`src/rtl/ble6_ccff_loader.sv`:
```
// ble6_ccff_loader: configuration-chain loader and verifier for one ble6
// logic element. Bitstream words arrive on a valid/ready stream. A one-word
// holding register feeds a word shifter, which drives one bit per cycle onto
// ccff_head. In VERIFY mode ccff_tail is compared against the shifted bit.
module ble6_ccff_loader #(
  parameter int CHAIN_LEN = 66,
  parameter int WORD_W    = 8
) (
  input  logic              prog_clk,
  input  logic              pReset_n,
  input  logic              start_load,
  input  logic              start_vfy,
  input  logic              abort,
  input  logic              cfg_valid,
  input  logic [WORD_W-1:0] cfg_data,
  output logic              cfg_ready,
  output logic              ccff_head,
  output logic              ccff_shift,
  input  logic              ccff_tail,
  output logic              busy,
  output logic              done,
  output logic              vfy_err
);

  localparam int NUM_WORDS = (CHAIN_LEN + WORD_W - 1) / WORD_W;
  localparam int BC_W      = $clog2(CHAIN_LEN + 1);
  localparam int WA_W      = $clog2(NUM_WORDS + 1);
  localparam int SC_W      = $clog2(WORD_W + 1);

  localparam logic [BC_W-1:0] BC_TERM = BC_W'(CHAIN_LEN);
  localparam logic [BC_W-1:0] BC_LAST = BC_W'(CHAIN_LEN - 1);
  localparam logic [WA_W-1:0] WA_TERM = WA_W'(NUM_WORDS);
  localparam logic [SC_W-1:0] SC_FULL = SC_W'(WORD_W);
  localparam logic [SC_W-1:0] SC_ONE  = SC_W'(1);

  typedef enum logic [1:0] {S_IDLE, S_LOAD, S_VERIFY, S_DONE} state_t;

  state_t            state_q, state_d;
  logic [WORD_W-1:0] hold_q, hold_d;
  logic              hold_v_q, hold_v_d;
  logic [WORD_W-1:0] shf_q, shf_d;
  logic              shf_v_q, shf_v_d;
  logic [SC_W-1:0]   shf_cnt_q, shf_cnt_d;
  logic [BC_W-1:0]   bit_cnt_q, bit_cnt_d;
  logic [WA_W-1:0]   words_acc_q, words_acc_d;
  logic              vfy_err_q, vfy_err_d;

  logic active;
  logic xfer;
  logic shf_last;
  logic pass_end;

  assign active   = (state_q == S_LOAD) || (state_q == S_VERIFY);
  assign cfg_ready = active && !hold_v_q && (words_acc_q < WA_TERM);
  assign xfer     = cfg_valid && cfg_ready;
  // Shifter is on the final bit of its current word.
  assign shf_last = shf_v_q && (shf_cnt_q == SC_ONE);
  // This cycle's shift is the last one the chain needs; the upper bits of
  // a partial final word are simply never shifted.
  assign pass_end = shf_v_q && (bit_cnt_q == BC_LAST);

  assign ccff_shift = shf_v_q;
  assign ccff_head  = shf_v_q & shf_q[0];
  assign busy       = (state_q != S_IDLE);
  assign done       = (state_q == S_DONE);
  assign vfy_err    = vfy_err_q;

  // Next-state, holding register / shifter refill and counters.
  always_comb begin
    state_d     = state_q;
    hold_d      = hold_q;
    hold_v_d    = hold_v_q;
    shf_d       = shf_q;
    shf_v_d     = shf_v_q;
    shf_cnt_d   = shf_cnt_q;
    bit_cnt_d   = bit_cnt_q;
    words_acc_d = words_acc_q;
    vfy_err_d   = vfy_err_q;

    unique case (state_q)
      S_IDLE: begin
        if (start_load || start_vfy) begin
          state_d     = start_load ? S_LOAD : S_VERIFY;
          hold_v_d    = 1'b0;
          shf_v_d     = 1'b0;
          shf_cnt_d   = '0;
          bit_cnt_d   = '0;
          words_acc_d = '0;
          if (!start_load) vfy_err_d = 1'b0;
        end
      end

      S_LOAD, S_VERIFY: begin
        if (shf_v_q) begin
          shf_d     = shf_q >> 1;
          shf_cnt_d = shf_cnt_q - SC_ONE;
          if (bit_cnt_q != BC_TERM) bit_cnt_d = bit_cnt_q + BC_W'(1);
          // Chain already holds this data, so tail must echo head.
          if ((state_q == S_VERIFY) && (ccff_tail != shf_q[0])) vfy_err_d = 1'b1;
        end
        // Refill on empty or last bit so a steady source never bubbles.
        if (!shf_v_q || shf_last) begin
          if (hold_v_q) begin
            shf_d     = hold_q;
            shf_cnt_d = SC_FULL;
            shf_v_d   = 1'b1;
            hold_v_d  = 1'b0;
          end else if (xfer) begin
            shf_d     = cfg_data;
            shf_cnt_d = SC_FULL;
            shf_v_d   = 1'b1;
          end else begin
            shf_v_d   = 1'b0;
          end
        end else if (xfer) begin
          hold_d   = cfg_data;
          hold_v_d = 1'b1;
        end
        if (xfer && (words_acc_q != WA_TERM)) words_acc_d = words_acc_q + WA_W'(1);
        if (pass_end) begin
          state_d  = S_DONE;
          hold_v_d = 1'b0;
          shf_v_d  = 1'b0;
        end
      end

      S_DONE:  state_d = S_IDLE;
      default: state_d = S_IDLE;
    endcase

    // Abort drops the pass without a done pulse; vfy_err is kept.
    if (abort) begin
      state_d     = S_IDLE;
      hold_v_d    = 1'b0;
      shf_v_d     = 1'b0;
      shf_cnt_d   = '0;
      bit_cnt_d   = '0;
      words_acc_d = '0;
    end
  end

  // State and datapath registers.
  always_ff @(posedge prog_clk or negedge pReset_n) begin
    if (!pReset_n) begin
      state_q     <= S_IDLE;
      hold_q      <= '0;
      hold_v_q    <= 1'b0;
      shf_q       <= '0;
      shf_v_q     <= 1'b0;
      shf_cnt_q   <= '0;
      bit_cnt_q   <= '0;
      words_acc_q <= '0;
      vfy_err_q   <= 1'b0;
    end else begin
      state_q     <= state_d;
      hold_q      <= hold_d;
      hold_v_q    <= hold_v_d;
      shf_q       <= shf_d;
      shf_v_q     <= shf_v_d;
      shf_cnt_q   <= shf_cnt_d;
      bit_cnt_q   <= bit_cnt_d;
      words_acc_q <= words_acc_d;
      vfy_err_q   <= vfy_err_d;
    end
  end

endmodule

```
`config.mk`:
```
export PLATFORM = sky130hd
export DESIGN_NAME = ble6_ccff_loader
export DESIGN_NICKNAME = d
export VERILOG_FILES = /design/src/rtl/ble6_ccff_loader.sv
export SDC_FILE = /design/constraint.sdc
export NUM_CORES = 1
export LEC_CHECK = 0
export BUFFER_PORTS_ARGS = -buffer_cell sky130_fd_sc_hd__buf_4
export CAP_MARGIN = 40
export CORE_MARGIN = 3
export CORE_UTILIZATION = 57
export CTS_BUF_LIST = sky130_fd_sc_hd__clkbuf_8
export DETAILED_ROUTE_END_ITERATION = 7
export PLACE_DENSITY = 0.77
export RECOVER_POWER = 50
export SLEW_MARGIN = 20
export SYNTH_ARGS = -nofsm -noshare
export SYNTH_HDL_FRONTEND = slang
export SYNTH_SLANG_ARGS = --single-unit
export TNS_END_PERCENT = 10
```
`constraint.sdc`:
```
create_clock -name prog_clk -period 4.9 [get_ports prog_clk]
set_input_delay 0 -clock prog_clk [delete_from_list [all_inputs] [get_ports prog_clk]]
set_output_delay 0 -clock prog_clk [all_outputs]
set_load 0.1 [all_outputs]
```
==> metrics.cfg <==
[floorplan]
ios=21
start_util_pct=62.1
die_area_um2=4610
core_area_um2=3520
die_width_um=67.9
die-height_um=67.9
placementRows=21

[routing]
drc=0
drt_first_pass_iters=5
wl_per_cell_um=17.4
drt_iter0_markers=196
ant_nets=0
drt-total-wl_um=5150
vias=1881
vias_per_cell=6.35

[clocking]
clockBufferDepth=2
htreeDepth=2
numCtsBuffers=5
cts_setup_buffers=0
cts_sinks=36
cts_tree=built
hold_buffers=10
clkTransAtPathRegs_ns=0.07
clock-root-buffer=clkbuf_8
cts_resized=0
clock_latency_ns=0.29

[pwr]
swShare_pct=44.0
combPwrFrac_pct=45.2
switchingPower_w=0.000527
p_seq_share_pct=33.2
ir_worst_vdd_mv=0.353
leakagePower_nw=1.06
p_int_w=0.000672
p_per_area_nw_per_um2=477
p_clk_share_pct=21.6

[sta]
clock.fmax_mhz=385
fin_crit_sh_pct=53.0
finClkSkew_ns=0.0113
maxSlewViolCount=37
rsz0062_at_grt=no
setup_viol=0
final-hold-violation-count=0
slew-limit-headroom_pct=-26.2
fin_setup_tns_ns=0
period_needed_ns=2.60
hold_ws_ns=0.0725
worstMarginPinSlew_ns=1.89

[yosys]
async_reset_ff_share_pct=100
synthMuxAreaShare_pct=5.09
yosysTopAreaCell=dfrtp_1
syn_area_um2=2190
synth_top_cell_area_share_pct=41.2
yosysMostFrequentCell=dfrtp_1
synth_common_cells=36 x dfrtp_1, 16 x nor2_1, 15 x inv_1, 14 x o21ai_0, 11 x ha_1
syn_avg_cell_area_um2=9.76
synth-xor-area-share_pct=0.801
syn_nets=250
synthDistinctLibCells=53
synth_top_family_by_area=compound AO/OA/AOI/OAI gates
seq_area_frac_synth_pct=41.2
synth_seq_cells=36
ys.flop_type=dfrtp_1
synth_compound_area_share_pct=23.2
synthCells=224
yosys_warnings=0
synth_fa_ha_area_share_pct=6.30
synth_edf_count=0
synth_area_leaders=dfrtp_1 41%, ha_1 6.3%, mux2_2 4.6%, o221a_2 3.6%, o21ai_0 3.2%
synth_simple_gate_area_share_pct=17.2

[status]
violations=capacitance limit, slew limit
outcome=finished, violations left

[global_routing]
overflow=0
grt_start_max_net_pins=37
first_global_vias=1775
grt_pass1_wl_um=8470
track_usage_pct=24.7
antenna_found_initial=0

[finish]
final_nets=275
drive_gt1_share_pct=20.0
fin_area_um2=2520
layoutNonFillerInstCount=296
syn_to_final_growth_pct=15.1
nFillCells=276
antennaDiodeCount=0

[place]
gp_congestion=0.881
post-dp-hpwl_um=3680
io_buffers=20
dp.cells=278
place_area_um2=2320

[critical_path]
worstSetupPathType=flop to flop
critPathSlowestCell=ha_1
max_stage_delay_ns=0.64
cp-start-kind=flop
worstPathMaxFanout=17
cp-end-kind=flop
cp_cell_sequence=inv_1 -> ha_1 -> nand3b_2 -> a21oi_2 -> and3_1 -> mux2_2
worstPathRequired_ns=5.07
cp.arrival_ns=2.77

[hold_path]
hp-class=primary input to flop

[flow_run]
maxCapViolations=1

## area by class of cell
| cell class | count | area (um^2) | share of cell area (%) |
|---|---|---|---|
| Multi-Input combinational cell | 160 | 1150 | 45.7 |
| Sequential cell | 36 | 901 | 35.8 |
| Tap cell | 46 | 57.6 | 2.29 |
| Inverter | 16 | 60.1 | 2.39 |
| Clock inverter | 3 | 42.5 | 1.69 |
| Timing Repair Buffer | 30 | 235 | 9.35 |
| Clock buffer | 5 | 68.8 | 2.73 |
## layer usage
layer	up-vias	wire length [um]	global-route usage (%)	share of wire [%]
li1	882	-	-	-
met1	894	2320	34.3	45
met2	97	2360	37.7	46
met3	8	397	6.08	7.7
met4	0	74	7.94	1.4
met5	-	0	0	0
## cells in the final DEF (no fill, tap or decap), drive strengths merged, types with 2 or more instances in the layout
cell type	netlist	layout
a211oi	8	8
a21boi	3	3
a21o	3	3
a21oi	10	10
a22o	3	3
a31oi	7	7
a32o	2	2
and3	5	5
buf	9	16
clkbuf	3	9
clkinv	1	2
dfrtp	36	36
dlygate4sd3	0	10
ha	11	11
inv	15	15
mux2	9	9
nand2	9	9
nand2b	3	3
nand3	6	6
nand3b	3	3
nand4	6	6
nor2	16	16
nor2b	3	3
nor3	2	2
nor3b	3	3
nor4	2	2
o21ai	15	15
o221a	7	7
o22ai	4	4
o31ai	3	3
or3	2	2
or3b	2	2
## per-stage QoR
| step | utilization [%] | total power [W] | setup slack [ns] |
|---|---|---|---|
| global route | 71.5 | 0.00127 | 2.19 |
| detailed placement | 65.9 | 0.000931 | 2.39 |
| global placement | 65.9 | 0.000909 | 2.52 |
| floorplan | - | 0.000825 | 2.53 |
| finish | 71.5 | 0.00120 | 2.30 |
| CTS | 71.9 | 0.00120 | 2.35 |
## flip-flops by register name (all words and copies together), names as in the netlist
register and count:
hold_v_q 1, shf_q 8, ccff_shift 1, hold_q 8, state_q 2, shf_cnt_q 4
bit_cnt_q 7, vfy_err 1, words_acc_q 4
## worst max-delay path: cells and delay by family, from the launching register on
kind,cells,cell delay (ns)
DFF,1,0.37
muxes,1,0.39
adders and majority gates,1,0.64
AOI/OAI and AO/OA,1,0.27
and+or+nand+nor,2,0.71
buffers and inverters,1,0.09
## path summary, 6_finish.rpt
| kind | slack [ns] | endpoint | cells after the start | startpoint |
|---|---|---|---|---|
| setup / recovery | 2.30 | hold_q[3]$_DFFE_PN0P_ | 6 | state_q[0]$_DFFE_PN0P_ |
| hold / removal | 0.07 | state_q[1]$_DFFE_PN0P_ | 4 | start_vfy |
| setup reg to reg | 2.30 | hold_q[3]$_DFFE_PN0P_ | 6 | state_q[0]$_DFFE_PN0P_ |
| hold reg to reg | 0.52 | hold_q[7]$_DFFE_PN0P_ | 1 | hold_q[7]$_DFFE_PN0P_ |
| max in group asynchronous | 3.04 | hold_q[5]$_DFFE_PN0P_ | 2 | pReset_n |
| min in group asynchronous | 0.76 | bit_cnt_q[0]$_DFFE_PN0P_ | 2 | pReset_n |
## power by group through the flow
stage	clock network, W	registers, W	logic, W
6_report	0.000259	0.000398	0.000543
5_1_grt	0.000277	0.000405	0.000584
4_1_cts	0.000263	0.000396	0.000538
3_5_place_dp	0	0.000401	0.000530
3_3_place_gp	0	0.000397	0.000512
2_1_floorplan	0	0.000397	0.000427
## cells by family after synthesis
kind of cell    after synthesis
compound gates               70
xor+xnor                      2
fa+ha+maj                    11
buf+inv                      28
flops                        36
mux                          10
simple gates                 67
Note: power is estimated with default switching activity, not from simulation.
